<file path="config.mk">
export PLATFORM = sky130hd
export DESIGN_NAME = clk_step_ctrl
export DESIGN_NICKNAME = d
export VERILOG_FILES = /design/src/rtl/clk_step_ctrl.sv
export SDC_FILE = /design/constraint.sdc
export NUM_CORES = 1
export LEC_CHECK = 0
export CAP_MARGIN = 20
export CORE_MARGIN = 8
export CORE_UTILIZATION = 35
export DETAILED_ROUTE_END_ITERATION = 8
export GPL_TIMING_DRIVEN = 0
export SKIP_CTS_REPAIR_TIMING = 1
export SYNTH_ARGS = -nofsm -noshare
export SYNTH_HDL_FRONTEND = slang
export SYNTH_SLANG_ARGS = --single-unit
</file>
<file path="constraint.sdc">
create_clock -name clk -period 3.6 [get_ports clk]
set_clock_uncertainty 0.05 [all_clocks]
set_input_delay 0.72 -clock clk [delete_from_list [all_inputs] [get_ports clk]]
set_output_delay 0.72 -clock clk [all_outputs]
set_load 0.05 [all_outputs]
</file>
<file path="src/rtl/clk_step_ctrl.sv">
// Clock-enable sequencer for the slow CPU: halt, free-run at a programmable rate,
// debounced single-step and N-step burst, with core-requested halt taking priority.
module clk_step_ctrl #(
  parameter int unsigned DIV_DEFAULT = 49999,
  parameter int unsigned DEB_CYCLES  = 1000000,
  parameter int unsigned CNT_W       = 32
) (
  input  logic             clk,
  input  logic             rst_n,
  input  logic [1:0]       mode,
  input  logic [CNT_W-1:0] div_val,
  input  logic             div_load,
  input  logic             step_btn,
  input  logic [7:0]       burst_len,
  input  logic             halt_req,
  output logic             cpu_ce,
  output logic             running,
  output logic [1:0]       state,
  output logic [15:0]      steps_done
);

  localparam int unsigned DebW = $clog2(DEB_CYCLES + 1);

  typedef enum logic [1:0] {
    StIdle  = 2'b00,
    StRun   = 2'b01,
    StBurst = 2'b10
  } state_e;

  state_e           state_q, state_d;
  logic [CNT_W-1:0] div_q, div_d;
  logic [CNT_W-1:0] cnt_q, cnt_d;
  logic [7:0]       rem_q, rem_d;
  logic             ce_q, ce_d;
  logic [15:0]      steps_q;

  logic             sync1_q, sync2_q;
  logic             deb_q;
  logic [DebW-1:0]  deb_cnt_q;
  logic             deb_done;
  logic             press;
  logic             tick;

  // Debounced level flips on the DEB_CYCLES-th consecutive cycle of disagreement.
  assign deb_done = (sync2_q != deb_q) && (deb_cnt_q == DebW'(DEB_CYCLES - 1));
  assign press    = deb_done && sync2_q;

  always_ff @(posedge clk or negedge rst_n) begin
    if (!rst_n) begin
      sync1_q   <= 1'b0;
      sync2_q   <= 1'b0;
      deb_q     <= 1'b0;
      deb_cnt_q <= '0;
    end else begin
      sync1_q <= step_btn;
      sync2_q <= sync1_q;
      if (sync2_q == deb_q) begin
        deb_cnt_q <= '0;
      end else if (deb_done) begin
        deb_q     <= sync2_q;
        deb_cnt_q <= '0;
      end else begin
        deb_cnt_q <= deb_cnt_q + DebW'(1);
      end
    end
  end

  // A reload restarts the period, so a tick landing on the load cycle is dropped.
  assign tick = (state_q != StIdle) && (cnt_q == div_q) && !div_load;

  always_comb begin
    state_d = state_q;
    rem_d   = rem_q;
    ce_d    = 1'b0;
    div_d   = div_load ? div_val : div_q;
    if (div_load || (state_q == StIdle) || tick) begin
      cnt_d = '0;
    end else begin
      cnt_d = cnt_q + CNT_W'(1);
    end

    unique case (state_q)
      StIdle: begin
        if (!halt_req) begin
          if (mode == 2'b01) begin
            state_d = StRun;
          end else if (mode == 2'b10) begin
            ce_d = press;
          end else if ((mode == 2'b11) && press && (burst_len != 8'd0)) begin
            rem_d   = burst_len;
            state_d = StBurst;
          end
        end
      end
      StRun: begin
        ce_d = tick && !halt_req;
        if (halt_req || (mode != 2'b01)) begin
          state_d = StIdle;
        end
      end
      StBurst: begin
        if (halt_req || (mode == 2'b00)) begin
          state_d = StIdle;
          rem_d   = 8'd0;
        end else if (tick) begin
          ce_d  = 1'b1;
          rem_d = rem_q - 8'd1;
          if (rem_q == 8'd1) begin
            state_d = StIdle;
          end
        end
      end
      default: begin
        state_d = StIdle;
      end
    endcase
  end

  always_ff @(posedge clk or negedge rst_n) begin
    if (!rst_n) begin
      state_q <= StIdle;
      div_q   <= CNT_W'(DIV_DEFAULT);
      cnt_q   <= '0;
      rem_q   <= 8'd0;
      ce_q    <= 1'b0;
      steps_q <= 16'd0;
    end else begin
      state_q <= state_d;
      div_q   <= div_d;
      cnt_q   <= cnt_d;
      rem_q   <= rem_d;
      ce_q    <= ce_d;
      steps_q <= steps_q + {15'd0, ce_d};
    end
  end

  assign cpu_ce     = ce_q;
  assign running    = (state_q != StIdle);
  assign state      = state_q;
  assign steps_done = steps_q;

endmodule
</file>
-- Word level (Yosys, flattened, before mapping)
Index checks and enable logic that the tools add are counted.
- word-level logic and storage cells: 81
- flip-flop bits (word level): 114
- reductions and logical operators: 21
- add/sub/neg operators: 4
- bitwise gates (word level): 1
- muxes and demuxes: 25
- equality and inequality tests: 20
- operators by type and width (operator ; number):
    two-way mux 8 bit ; 6
    two-way mux 20 bit ; 2
    adder 32 x 1 -> 32 bit, second input constant ; 1
    == test 32 bit ; 1
    two-way mux 32 bit ; 1
    adder 20 x 1 -> 20 bit, second input constant ; 1
    == test 20 bit, second input constant ; 1
    adder 16 x 1 -> 16 bit ; 1
    two-way mux 2 bit ; 8
    one-hot mux 8 bit (2 select lines) ; 1
    AND reduction 6 bit ; 2
    != test 3 bit, second input constant ; 3
    == test 8 x 1 -> 1 bit, second input constant ; 1
    != test 2 bit, second input constant ; 4
    nonzero test 8 bit ; 1
    subtractor 8 x 1 -> 8 bit, second input constant ; 1
    logical AND 1 bit ; 7
    == test 2 bit, second input constant ; 3
    one-hot mux 2 bit (3 select lines) ; 1
    two-way mux 1 bit ; 5
    == test 2 x 1 -> 1 bit, second input constant ; 2
    logical NOT 2 bit ; 2
    logical OR 1 bit ; 4
    != test 2 x 1 -> 1 bit, second input constant ; 2
    other kinds (8) ; 10

-- Logic depth before layout (Yosys ltp)
- word-level depth: 10
- mapped depth: 13

-- Least setup slack after synthesis
OpenSTA, ideal clock, no wires.
- path kind: input-to-reg
- from: input port div_load
- to: register steps_q[12], in the netlist steps_done[12]
- stages on the path: 13
- required time: 3.408 ns
- buffers on the path: 1
- arrival time: 2.846 ns
- slack: 0.563 ns
- path through: clkbuf_1 -> o21bai_1 -> nor3_1 -> nand3_1 -> nor3_4 -> o21ai_0 -> o31ai_1 -> ha_1 -> ha_1 -> nand2_1 -> nor2_1 -> nand2_1 -> xnor2_1
- cells in the longest elaborated chain, start to end: 6
- elaborated cells on any way between the ends: 7
- ends and longest elaborated chain (item ; line ; source):
    start: declaration ; 12 ; input logic div_load,
    logical NOT 1 bit (*) ; 69 ; assign tick = (state_q != StIdle) && (cnt_q == div_q) && !div_load;
    logical AND 1 bit (*) ; 69 ;
    two-way mux 1 bit ; 105 ; end else if (tick) begin
    two-way mux 1 bit ; 102 ; if (halt_req || (mode == 2'b00)) begin
    one-hot mux 1 bit (3 select lines) (*) ; 82 ; unique case (state_q)
    net ce_d ; 34 ; logic ce_q, ce_d;
    adder 16 x 1 -> 16 bit (*) ; 133 ; steps_q <= steps_q + {15'd0, ce_d};
    end signal: assignment ; 133 ;
    end: declaration ; 35 ; logic [15:0] steps_q;
The timed path passes the listed nets; every way through them passes the cells marked *.
A chain may end at the register's enable or synchronous reset.

-- Final worst setup path
- from: register cnt_q[11]
- to: register steps_q[12], in the netlist steps_done[12]
- cells in the longest elaborated chain, start to end: 7
- elaborated cells on any way between the ends: 8
- ends and longest elaborated chain (item ; line ; source):
    start: declaration ; 32 ; logic [CNT_W-1:0] cnt_q, cnt_d;
    start signal: assignment ; 130 ; cnt_q <= cnt_d;
    == test 32 bit (*) ; 69 ;
    logical AND 1 bit (*) (2 in a row) ; 69 ;
    two-way mux 1 bit ; 105 ;
    two-way mux 1 bit ; 102 ;
    one-hot mux 1 bit (3 select lines) (*) ; 82 ;
    net ce_d ; 34 ;
    adder 16 x 1 -> 16 bit (*) ; 133 ;
Marks and branches as above.

==> flow_summary.ini <==
[run_status]
status = completed

[routing]
wire_per_inst_um = 16.5
viasPerCell = 5.07
totalWireLength_um = 13700
drt_drc_violations_left = 0
initial_detailed_routing_violation_count = 256
antenna_violating_nets_post_route = 0
drt_pass1_iterations = 6
routed-via-count = 4234

[global_routing]
grt_pass1_wl_um = 23200
antenna_found_initial = 0
via_count_of_the_first_global_routing_pass = 4454
overflow = 0
grt_max_degree = 59
grtUsageTotal_pct = 14.3

[synth]
synth_edf_count = 0
synth_top_area_share_pct = 46.2
synth-seq-cells = 114
ys_top_cells_by_area = sky130_fd_sc_hd__dfrtp_1 46%, sky130_fd_sc_hd__xor2_1 10%, sky130_fd_sc_hd__mux2_2 6.5%
synth_cell_type_count = 61
synth.net_count = 574
yosys_most_used_dff = sky130_fd_sc_hd__dfrtp_1
yosys_top_cell_by_area = sky130_fd_sc_hd__dfrtp_1
synthCells = 521
synth-async-reset-ratio_pct = 100
post_synth.cell_area_avg_um2 = 10.9
most_common_cell_in_the_synthesized_netlist = sky130_fd_sc_hd__dfrtp_1
synth_area_um2 = 5680
synth_commonest_cells = 105 x sky130_fd_sc_hd__dfrtp_1, 68 x sky130_fd_sc_hd__xor2_1, 64 x sky130_fd_sc_hd__nor2_1, 33 x sky130_fd_sc_hd__mux2_2, 31 x sky130_fd_sc_hd__nand3_1
yosys_warnings = 0
yosysSeqAreaShare_pct = 50.4

[power]
static-leakage-power_nw = 3.07
power.density_nw_per_um2 = 484
max-vdd-ir-drop_mv = 0.324
p_total_mw = 3.53

[worst_setup_path]
crit_path_end_kind = flip-flop
worstPathArrival_ns = 3.52
timing.critical_path.buf_inv = 0
worst_path_cell_trace = xor2_1 > nor4_1 > nand4_1 > nor3_4 > o21ai_0 > o31ai_1 > ha_1 > ha_1 > nand2_1 > nor2_1 > nand2_1 > xnor2_1
critical_path_depth = 12
required_arrival_time_at_the_worst_endpoint_ns = 3.83
worstSetupStartpointType = flip-flop
r2r_cells = 12
worst_path_max_delay_cell = sky130_fd_sc_hd__nor3_4
worst_path_top_cell_family_by_delay = simple AND/OR/NAND/NOR gates
cp_slowest_stage_delay_ns = 0.47
timing.setup.critical_path_class = reg2reg
critical_path_peak_fanout = 9

[die]
die_height_um = 143
core.rowCount = 46
die_area_um2 = 20600
fp.coreArea_um2 = 15900
io_pins = 67
chip_width_um = 143
start_util_pct = 35.8

[worst_hold_path]
min_path_type = in2async

[final_layout]
fillerInstances = 1494
layout-area-overhead-vs-synth_pct = 28.4
post-route-util_pct = 45.9
stdcell_count = 835
finish.instance_area_um2 = 7300
antenna_cells = 0
finalNetCount = 659
drive_above_1_share_pct = 14.5

[placed_design]
gpl.final_weighted_congestion = 0.821
numPortBuffers = 65
place_ws_ns = -0.123
dp_hpwl_um = 10100
detailed_place.area_um2 = 6630
place_inst = 803

[timing]
final.setup.tns_ns = 0
worst_pin_slew_ns = 0.895
fmaxAchievable_ghz = 0.304
rsz0062_at_grt = false
fin_worst_hold_slack_ns = 0.220
layout_min_cycle_time_ns = 3.29
post-route-worst-setup-slack_ns = 0.310
report.final.setup_viol = 0
period_share_pct = 91.4
timing.max_slew.rel_slack_pct = 39.8
timing_max_transition_violations_final = 0
timing.final.hold_violations = 0

[clock_network]
numClockSinks = 114
cts_tree = yes
clkLatencyLatePin_ns = 0.41
cts.path.max_buffers = 2
root_buffer = sky130_fd_sc_hd__clkbuf_16
cts_inserted_buffers = 17
cts.reportedPaths.clkPinSlew_ns = 0.06
htree_levels = 4

[job]
max_cap_violations = 0
cell type report:
| cell class | instances | area [µm²] | area share (%) |
|---|---|---|---|
| clock buffers | 21 | 450 | 6.17 |
| repair buffers | 66 | 679 | 9.31 |
| flip-flops and latches | 114 | 2860 | 39.3 |
| plain buffers | 13 | 75.1 | 1.03 |
| multi-input cells | 385 | 2720 | 37.2 |
| well taps | 216 | 270 | 3.70 |
| inverters | 9 | 33.8 | 0.463 |
| clock inverters | 11 | 208 | 2.85 |
worst reg2reg max path: stages, from the launching register on:
cell and delay, ns:
sky130_fd_sc_hd__dfrtp_1 0.43, sky130_fd_sc_hd__xor2_1 0.18, sky130_fd_sc_hd__nor4_1 0.36, sky130_fd_sc_hd__nand4_1 0.24
sky130_fd_sc_hd__nor3_4 0.47, sky130_fd_sc_hd__o21ai_0 0.18, sky130_fd_sc_hd__o31ai_1 0.14, sky130_fd_sc_hd__ha_1 0.32
sky130_fd_sc_hd__ha_1 0.29, sky130_fd_sc_hd__nand2_1 0.11, sky130_fd_sc_hd__nor2_1 0.18, sky130_fd_sc_hd__nand2_1 0.09
sky130_fd_sc_hd__xnor2_1 0.13
state kept, by name (all words and copies together), names as in the netlist:
name / cells
deb_q: 1
state: 2
sync1_q: 1
cnt_q: 32
rem_q: 8
cpu_ce: 1
sync2_q: 1
steps_done: 16
deb_cnt_q: 20
div_q: 32
final timing paths:
| path | slack [ns] | endpoint | start |
|---|---|---|---|
| worst min register to register | 0.31 | sync2_q$_DFF_PN0_ | sync1_q$_DFF_PN0_ |
| max in group asynchronous | 2.54 | div_q[15]$_DFFE_PN1P_ | rst_n |
| worst max register to register | 0.31 | steps_done[12]$_DFF_PN0_ | cnt_q[11]$_DFF_PN0_ |
| worst max-delay path | 0.31 | steps_done[12]$_DFF_PN0_ | cnt_q[11]$_DFF_PN0_ |
| min in group clk | 0.31 | sync2_q$_DFF_PN0_ | sync1_q$_DFF_PN0_ |
| worst min-delay path | 0.22 | steps_done[8]$_DFF_PN0_ | rst_n |
cells in the final DEF (no fill, tap or decap), types with 3 or more instances in the layout:
cell type                         count
sky130_fd_sc_hd__xnor2_1             25
sky130_fd_sc_hd__and2_1               3
sky130_fd_sc_hd__inv_1                9
sky130_fd_sc_hd__nand4_1             17
sky130_fd_sc_hd__clkbuf_1            10
sky130_fd_sc_hd__ha_1                 6
sky130_fd_sc_hd__o21ai_0              9
sky130_fd_sc_hd__buf_6                4
sky130_fd_sc_hd__nand3_1             31
sky130_fd_sc_hd__clkdlybuf4s50_1     64
sky130_fd_sc_hd__nor2_1              64
sky130_fd_sc_hd__a21oi_1              3
sky130_fd_sc_hd__buf_2                3
sky130_fd_sc_hd__xor2_1              68
sky130_fd_sc_hd__and3_1              16
sky130_fd_sc_hd__dfrtp_1            105
sky130_fd_sc_hd__nand2_1             26
sky130_fd_sc_hd__bufinv_16            6
sky130_fd_sc_hd__nor4_1              16
sky130_fd_sc_hd__mux2_2              33
sky130_fd_sc_hd__nor2b_1              3
sky130_fd_sc_hd__dfstp_2              9
sky130_fd_sc_hd__nor4b_1              3
sky130_fd_sc_hd__clkbuf_16           17
sky130_fd_sc_hd__nor3_1               8
sky130_fd_sc_hd__clkinv_2             4
sky130_fd_sc_hd__and4_1               5
routing by layer:
metal  up-vias  track usage, %  routed length [µm]
met2       119            23.3                6620
met3        12            4.31                 830
met5         -               0                   0
met4         0            4.26                 127
met1      2088            18.0                6160
li1       2015               -                   -
where the power goes:
part | total, mW | internal [mW] | switching (mW)
registers | 1.38 | 1.34 | 0.0428
logic | 0.256 | 0.127 | 0.129
clock network | 1.89 | 1.31 | 0.583
cells by family after synthesis:
| family | Yosys count | synth area share (%) |
|---|---|---|
| adders and majority gates | 6 | 1.32 |
| and+or+nand+nor | 213 | 19.7 |
| buffers and inverters | 22 | 1.92 |
| xor gates and xnor gates | 93 | 14.3 |
| muxes | 34 | 6.72 |
| DFF | 114 | 50.4 |
| AOI/OAI and AO/OA | 39 | 5.57 |
(Power assumes the default switching activity.)
